===== src/rtl/mem_access_unit.sv =====
// mem_access_unit: load/store sequencer in front of a byte-addressed data memory.
// It lane-positions store data, splits misaligned accesses into aligned memory
// accesses, and merges and extends load data into a single response.
// Optional build macro: MEM_ACCESS_MISALIGN_TRAP_EN. When it is defined,
// misaligned LH/LHU/LW/SH/SW accesses fault instead of being split.
module mem_access_unit #(
  parameter int ADDR_W = 12
) (
  input  logic              clk,
  input  logic              rst,
  input  logic              req_valid,
  output logic              req_ready,
  input  logic              req_we,
  input  logic [2:0]        req_funct3,
  input  logic [ADDR_W-1:0] req_addr,
  input  logic [31:0]       req_wdata,
  output logic              resp_valid,
  output logic [31:0]       resp_rdata,
  output logic              resp_fault,
  output logic              mem_write,
  output logic [1:0]        mem_store_type,
  output logic [2:0]        mem_load_type,
  output logic [ADDR_W-1:0] mem_addr,
  output logic [31:0]       mem_wdata,
  input  logic [31:0]       mem_rdata
);

  localparam logic [2:0] S_IDLE     = 3'd0;
  localparam logic [2:0] S_LD_ISSUE = 3'd1;
  localparam logic [2:0] S_LD_CAPT  = 3'd2;
  localparam logic [2:0] S_ST_ISSUE = 3'd3;
  localparam logic [2:0] S_RESP     = 3'd4;

  logic [2:0]  state_reg;
  logic [2:0]  size_reg;     // access size in bytes: 1, 2 or 4
  logic [1:0]  off_reg;      // byte offset inside the first word
  logic        uns_reg;      // zero-extend (LBU/LHU)
  logic        split_reg;    // access needs more than one memory cycle
  logic        k_reg;        // load: index of the word being fetched
  logic [1:0]  idx_reg;      // misaligned store: index of the byte being written
  logic [31:0] wdata_reg;    // right-justified store data
  logic [31:0] word0_reg;    // first word of a split load

  logic [2:0]  req_size;
  logic [1:0]  req_mask;
  logic        req_misal;
  logic        req_split;
  logic        req_bad;
  logic        req_fault;
  logic [31:0] aligned_wdata;

  // Decode the incoming request: size, natural misalignment, word crossing and legality.
  always_comb begin
    req_size      = 3'd4;
    req_mask      = 2'b11;
    aligned_wdata = req_wdata;
    case (req_funct3[1:0])
      2'b00: begin
        req_size      = 3'd1;
        req_mask      = 2'b00;
        aligned_wdata = {4{req_wdata[7:0]}};
      end
      2'b01: begin
        req_size      = 3'd2;
        req_mask      = 2'b01;
        aligned_wdata = {2{req_wdata[15:0]}};
      end
      default: ;
    endcase
    req_misal = (req_addr[1:0] & req_mask) != 2'b00;
    req_split = ({1'b0, req_addr[1:0]} + req_size) > 3'd4;
    req_bad   = req_we ? (req_funct3 > 3'd2)
                       : ((req_funct3 == 3'b011) || (req_funct3[2:1] == 2'b11));
`ifdef MEM_ACCESS_MISALIGN_TRAP_EN
    req_fault = req_bad || req_misal;
`else
    req_fault = req_bad;
`endif
  end

  logic [31:0] ld_lo;
  logic [31:0] ld_hi;
  logic [63:0] ld_pair;
  logic [31:0] ld_result;
  logic [1:0]  idx_nx;
  logic [7:0]  byte_nx;
  logic        st_last;

  // Merge the fetched words little-endian, select the addressed bytes and extend them.
  always_comb begin
    ld_lo   = k_reg ? word0_reg : mem_rdata;
    ld_hi   = k_reg ? mem_rdata : 32'h0;
    ld_pair = {ld_hi, ld_lo} >> {off_reg, 3'b000};
    case (size_reg)
      3'd1:    ld_result = uns_reg ? {24'h0, ld_pair[7:0]}  : {{24{ld_pair[7]}}, ld_pair[7:0]};
      3'd2:    ld_result = uns_reg ? {16'h0, ld_pair[15:0]} : {{16{ld_pair[15]}}, ld_pair[15:0]};
      default: ld_result = ld_pair[31:0];
    endcase
    idx_nx  = idx_reg + 2'd1;
    byte_nx = wdata_reg[{idx_nx, 3'b000} +: 8];
    st_last = ({1'b0, idx_reg} + 3'd1) == size_reg;
  end

  // Load type is fixed: memory always returns the raw aligned word.
  always_ff @(posedge clk) begin
    mem_load_type <= 3'b010;
  end

  // Access sequencer: accept, issue memory cycles, respond, return to idle.
  always_ff @(posedge clk) begin
    if (rst) begin
      state_reg      <= S_IDLE;
      req_ready      <= 1'b1;
      resp_valid     <= 1'b0;
      resp_rdata     <= 32'h0;
      resp_fault     <= 1'b0;
      mem_write      <= 1'b0;
      mem_store_type <= 2'b10;
      mem_addr       <= '0;
      mem_wdata      <= 32'h0;
      size_reg       <= 3'd0;
      off_reg        <= 2'd0;
      uns_reg        <= 1'b0;
      split_reg      <= 1'b0;
      k_reg          <= 1'b0;
      idx_reg        <= 2'd0;
      wdata_reg      <= 32'h0;
      word0_reg      <= 32'h0;
    end else begin
      case (state_reg)
        S_IDLE: begin
          if (req_valid) begin
            req_ready <= 1'b0;
            size_reg  <= req_size;
            off_reg   <= req_addr[1:0];
            uns_reg   <= req_funct3[2];
            k_reg     <= 1'b0;
            idx_reg   <= 2'd0;
            wdata_reg <= req_wdata;
            if (req_fault) begin
              resp_valid <= 1'b1;
              resp_fault <= 1'b1;
              resp_rdata <= 32'h0;
              state_reg  <= S_RESP;
            end else if (req_we) begin
              mem_write <= 1'b1;
              mem_addr  <= req_addr;
              state_reg <= S_ST_ISSUE;
`ifndef MEM_ACCESS_MISALIGN_TRAP_EN
              split_reg <= req_misal;
              if (req_misal) begin
                mem_store_type <= 2'b00;
                mem_wdata      <= {4{req_wdata[7:0]}};
              end else
`else
              split_reg <= 1'b0;
`endif
              begin
                mem_store_type <= req_funct3[1:0];
                mem_wdata      <= aligned_wdata;
              end
            end else begin
              mem_addr  <= {req_addr[ADDR_W-1:2], 2'b00};
`ifndef MEM_ACCESS_MISALIGN_TRAP_EN
              split_reg <= req_split;
`else
              split_reg <= 1'b0;
`endif
              state_reg <= S_LD_ISSUE;
            end
          end
        end
        S_LD_ISSUE: state_reg <= S_LD_CAPT;
        S_LD_CAPT: begin
`ifndef MEM_ACCESS_MISALIGN_TRAP_EN
          if (split_reg && !k_reg) begin
            word0_reg <= mem_rdata;
            k_reg     <= 1'b1;
            mem_addr  <= mem_addr + ADDR_W'(4);
            state_reg <= S_LD_ISSUE;
          end else
`endif
          begin
            resp_valid <= 1'b1;
            resp_rdata <= ld_result;
            state_reg  <= S_RESP;
          end
        end
        S_ST_ISSUE: begin
`ifndef MEM_ACCESS_MISALIGN_TRAP_EN
          if (split_reg && !st_last) begin
            idx_reg   <= idx_nx;
            mem_addr  <= mem_addr + ADDR_W'(1);
            mem_wdata <= {4{byte_nx}};
          end else
`endif
          begin
            mem_write  <= 1'b0;
            resp_valid <= 1'b1;
            resp_rdata <= 32'h0;
            state_reg  <= S_RESP;
          end
        end
        S_RESP: begin
          resp_valid <= 1'b0;
          resp_fault <= 1'b0;
          req_ready  <= 1'b1;
          state_reg  <= S_IDLE;
        end
        default: begin
          resp_valid <= 1'b0;
          mem_write  <= 1'b0;
          req_ready  <= 1'b1;
          state_reg  <= S_IDLE;
        end
      endcase
    end
  end

endmodule


===== config.mk =====
export PLATFORM = sky130hd
export DESIGN_NAME = mem_access_unit
export DESIGN_NICKNAME = d
export VERILOG_FILES = /design/src/rtl/mem_access_unit.sv
export SDC_FILE = /design/constraint.sdc
export NUM_CORES = 1
export LEC_CHECK = 0
export BUFFER_PORTS_ARGS = -buffer_cell sky130_fd_sc_hd__buf_4
export CAP_MARGIN = 10
export CORE_ASPECT_RATIO = 0.5
export CORE_MARGIN = 2
export CORE_UTILIZATION = 55
export DETAILED_ROUTE_END_ITERATION = 7
export HOLD_SLACK_MARGIN = 0.05
export PLACE_DENSITY = 0.81
export SYNTH_ARGS = -nofsm -noshare
export SYNTH_HDL_FRONTEND = slang
export SYNTH_SLANG_ARGS = --single-unit

===== constraint.sdc =====
create_clock -name clk -period 2.7 [get_ports clk]
set_input_delay 0 -clock clk [delete_from_list [all_inputs] [get_ports clk]]
set_output_delay 0 -clock clk [all_outputs]
set_load 0.05 [all_outputs]

==> impl_metrics.tcl <==
set metrics [dict create \
    run_status "finished clean" \
    die_w_um 176.9 \
    area_growth_syn_to_layout_pct 33.64 \
    crit_path_top_delay_cell "a21bo_2" \
    maxCapViolCount 0 \
    die_area_um2 16000 \
    synth_area_um2 8219 \
    htreeDepth 4 \
    num_io_pins 168 \
    share_seq_of_total_power_pct 38.4 \
    drc 0 \
    synth_area_leaders "dfxtp_1 39%, nand2_1 11%, a21oi_1 7.2%, mux2i_1 6.3%, mux4_2 4.1%" \
    drt_first_pass_iters 6 \
    cts.sink_count 159 \
    avgRoutedWirePerCell_um 19.15 \
    ys_types 71 \
    cellPowerDensity_nw_per_um2 623.1 \
    slew_headroom_pct 44.01 \
    num_rows 31 \
    dp_slack_ns 0.4113 \
    worstPathArrival_ns 2.62 \
    swShare_pct 31.91 \
    setup_tns_ns 0 \
    vias 8649 \
    synth_edf_count 0 \
    p_int_mw 4.660 \
    gp_congestion 0.8849 \
    crit_path_max_fanout 17 \
    grt_antenna_before_repair 0 \
    die_y_um 90.44 \
    switchingPower_mw 2.184 \
    grt_pass1_vias 8272 \
    path_cells "ha_1, xor2_1, o311ai_1, buf_4, a21bo_2, and2_4, a22o_1" \
    rsz0062_at_grt "false" \
    antenna_left 0 \
    cts_made_buffers 17 \
    post_cts_buffers 0 \
    synthArstFlopShare_pct 0 \
    nets 1281 \
    fin_worst_skew_ns 0.01348 \
    initial_utilization_pct 56.51 \
    worst_pin_slew_ns 0.8398 \
    clk_latency_ns 0.43 \
    startpoint_type "flip-flop" \
    worst_hold_path_type "in2reg" \
    gr-total-overflow 0 \
    cts_tree "yes" \
    min_period_over_period_pct 85.45 \
    maxSlewViolCount 0 \
    fillCellCount 1037 \
    grt_first_pass_wirelength_um 41830 \
    avgViaCountPerCell 6.165 \
    post-route-min-period_ns 2.307 \
    cts_root_buf "clkbuf_16" \
    synthTopCellsByCount "235 x nand2_1, 159 x dfxtp_1, 119 x a21oi_1" \
    slowest_delay_ns 0.36 \
    share_comb_of_total_power_pct 25.0 \
    clk_pin_slew_worst_paths_ns 0.07 \
    leakagePower_nw 4.282 \
    grt_max_degree 63 \
    drt_iter0_drc 807 \
    yosys_warnings 0 \
    dp_hpwl_um 17670 \
    synth_top_area_share_pct 38.73 \
    crit_required_ns 3.01 \
    synth_top_area_cell "dfxtp_1" \
    power_frac_clock_pct 36.6 \
    path_buf_inv 1 \
    ir_drop_mv 0.4291 \
    portBuffers 164 \
    synth_flop_cell "dfxtp_1" \
    setup_viol 0 \
    yosysSeqAreaShare_pct 38.73 \
    core_area_um2 14550 \
    worstSetupPathType "reg2reg" \
    cp_top_family "compound AO/OA/AOI/OAI gates" \
    cp-end-kind "flip-flop" \
    syn_inst 982 \
    drive_above_1_share_pct 23.32 \
    synth_most_common_cell "nand2_1" \
    max_freq_ghz 0.4334 \
    grt_usage_pct 33.03 \
    routed_wl_um 26870 \
    cts_buffer_depth 2 \
    finalHoldViolCount 0 \
    avgSynthCellArea_um2 8.370 \
    synth_seq_cells 159 \
    diodes 0 \
    setup_ws_ns 0.3927 \
]
[area by class of cell]
cell class / instances / area [um^2] / area share [%]
clock buffer: 21 / 450.4 / 4.101
clock inverter: 11 / 155.1 / 1.412
inverter: 6 / 22.52 / 0.2050
multi-input combinational: 734 / 4628 / 42.13
sequential: 159 / 3186 / 29.00
tap: 198 / 247.7 / 2.255
timing repair buffer: 274 / 2295 / 20.89
[worst register-to-register path: stages, from the launching register on]
cell	delay, ns
dfxtp_1	0.31
ha_1	0.32
xor2_1	0.16
o311ai_1	0.30
buf_4	0.22
a21bo_2	0.37
and2_4	0.29
a22o_1	0.25
[per-stage QoR]
| stage | cells | power [mW] | utilization [%] | hold WS [ns] | cell area (um^2) |
|---|---|---|---|---|---|
| floorplan | 983 | 3.733 | - | 0.1360 | 8223 |
| global placement | 1291 | 4.222 | 65.85 | 0.2581 | 9578 |
| detailed placement | 1291 | 4.256 | 65.85 | 0.2662 | 9578 |
| CTS | 1403 | 6.830 | 75.52 | 0.1011 | 10980 |
| global route | 1403 | 7.082 | 75.52 | 0.1287 | 10980 |
| finish | 1403 | 6.844 | 75.52 | 0.1229 | 10980 |
[worst paths after layout]
| check | startpoint | endpoint | slack [ns] | cells past startpoint |
|---|---|---|---|---|
| min reg2reg | wdata_reg[16]$_SDFFE_PP0P_ | wdata_reg[16]$_SDFFE_PP0P_ | 0.46 | 2 |
| max reg2reg | idx_reg[0]$_SDFFE_PP0P_ | resp_rdata[15]$_SDFFE_PP0P_ | 0.39 | 7 |
| min | rst | resp_rdata[27]$_SDFFE_PP0P_ | 0.12 | 5 |
| max | idx_reg[0]$_SDFFE_PP0P_ | resp_rdata[15]$_SDFFE_PP0P_ | 0.39 | 7 |
[cell usage in the layout (no fill, tap or decap), types with 16 or more instances in the layout]
cell type and count:
mux2i_1 52, dfxtp_1 157, dlygate4sd3_1 80, buf_4 191
o221ai_1 16, nand2_1 235, nor2_1 53, a21oi_1 119
mux2_2 22, o2bb2ai_1 16, clkbuf_16 17
[kinds of logic after synthesis]
logic type      synth area share (%)
simple gates                   18.72
compound gates                 22.51
flops                          38.73
buf+inv                        5.039
mux                            13.46
fa+ha+maj                      1.127
xor+xnor                      0.3197
other cells                  0.09137
[power groups by stage]
stage	logic [mW]	clock network [mW]	registers, mW
global placement	1.55	0	2.67
CTS	1.69	2.52	2.62
detailed placement	1.59	0	2.67
floorplan	0.760	0	2.97
finish	1.71	2.50	2.63
global route	1.82	2.62	2.64
[per-layer routing]
metal | GRT usage (%) | vias to the layer above | share of wire (%)
met5 | 0 | - | 0
met3 | 7.407 | 81 | 9.5
met2 | 57.78 | 524 | 49
met4 | 13.84 | 0 | 3.3
li1 | - | 3965 | -
met1 | 39.13 | 4079 | 38
[what timing repair did]
item | in CTS | in global routing
hold buffers | 80 | 0
resized for setup | 0 | 0
hold endpoints to repair | 111 | 0
(Power assumes the default switching activity.)
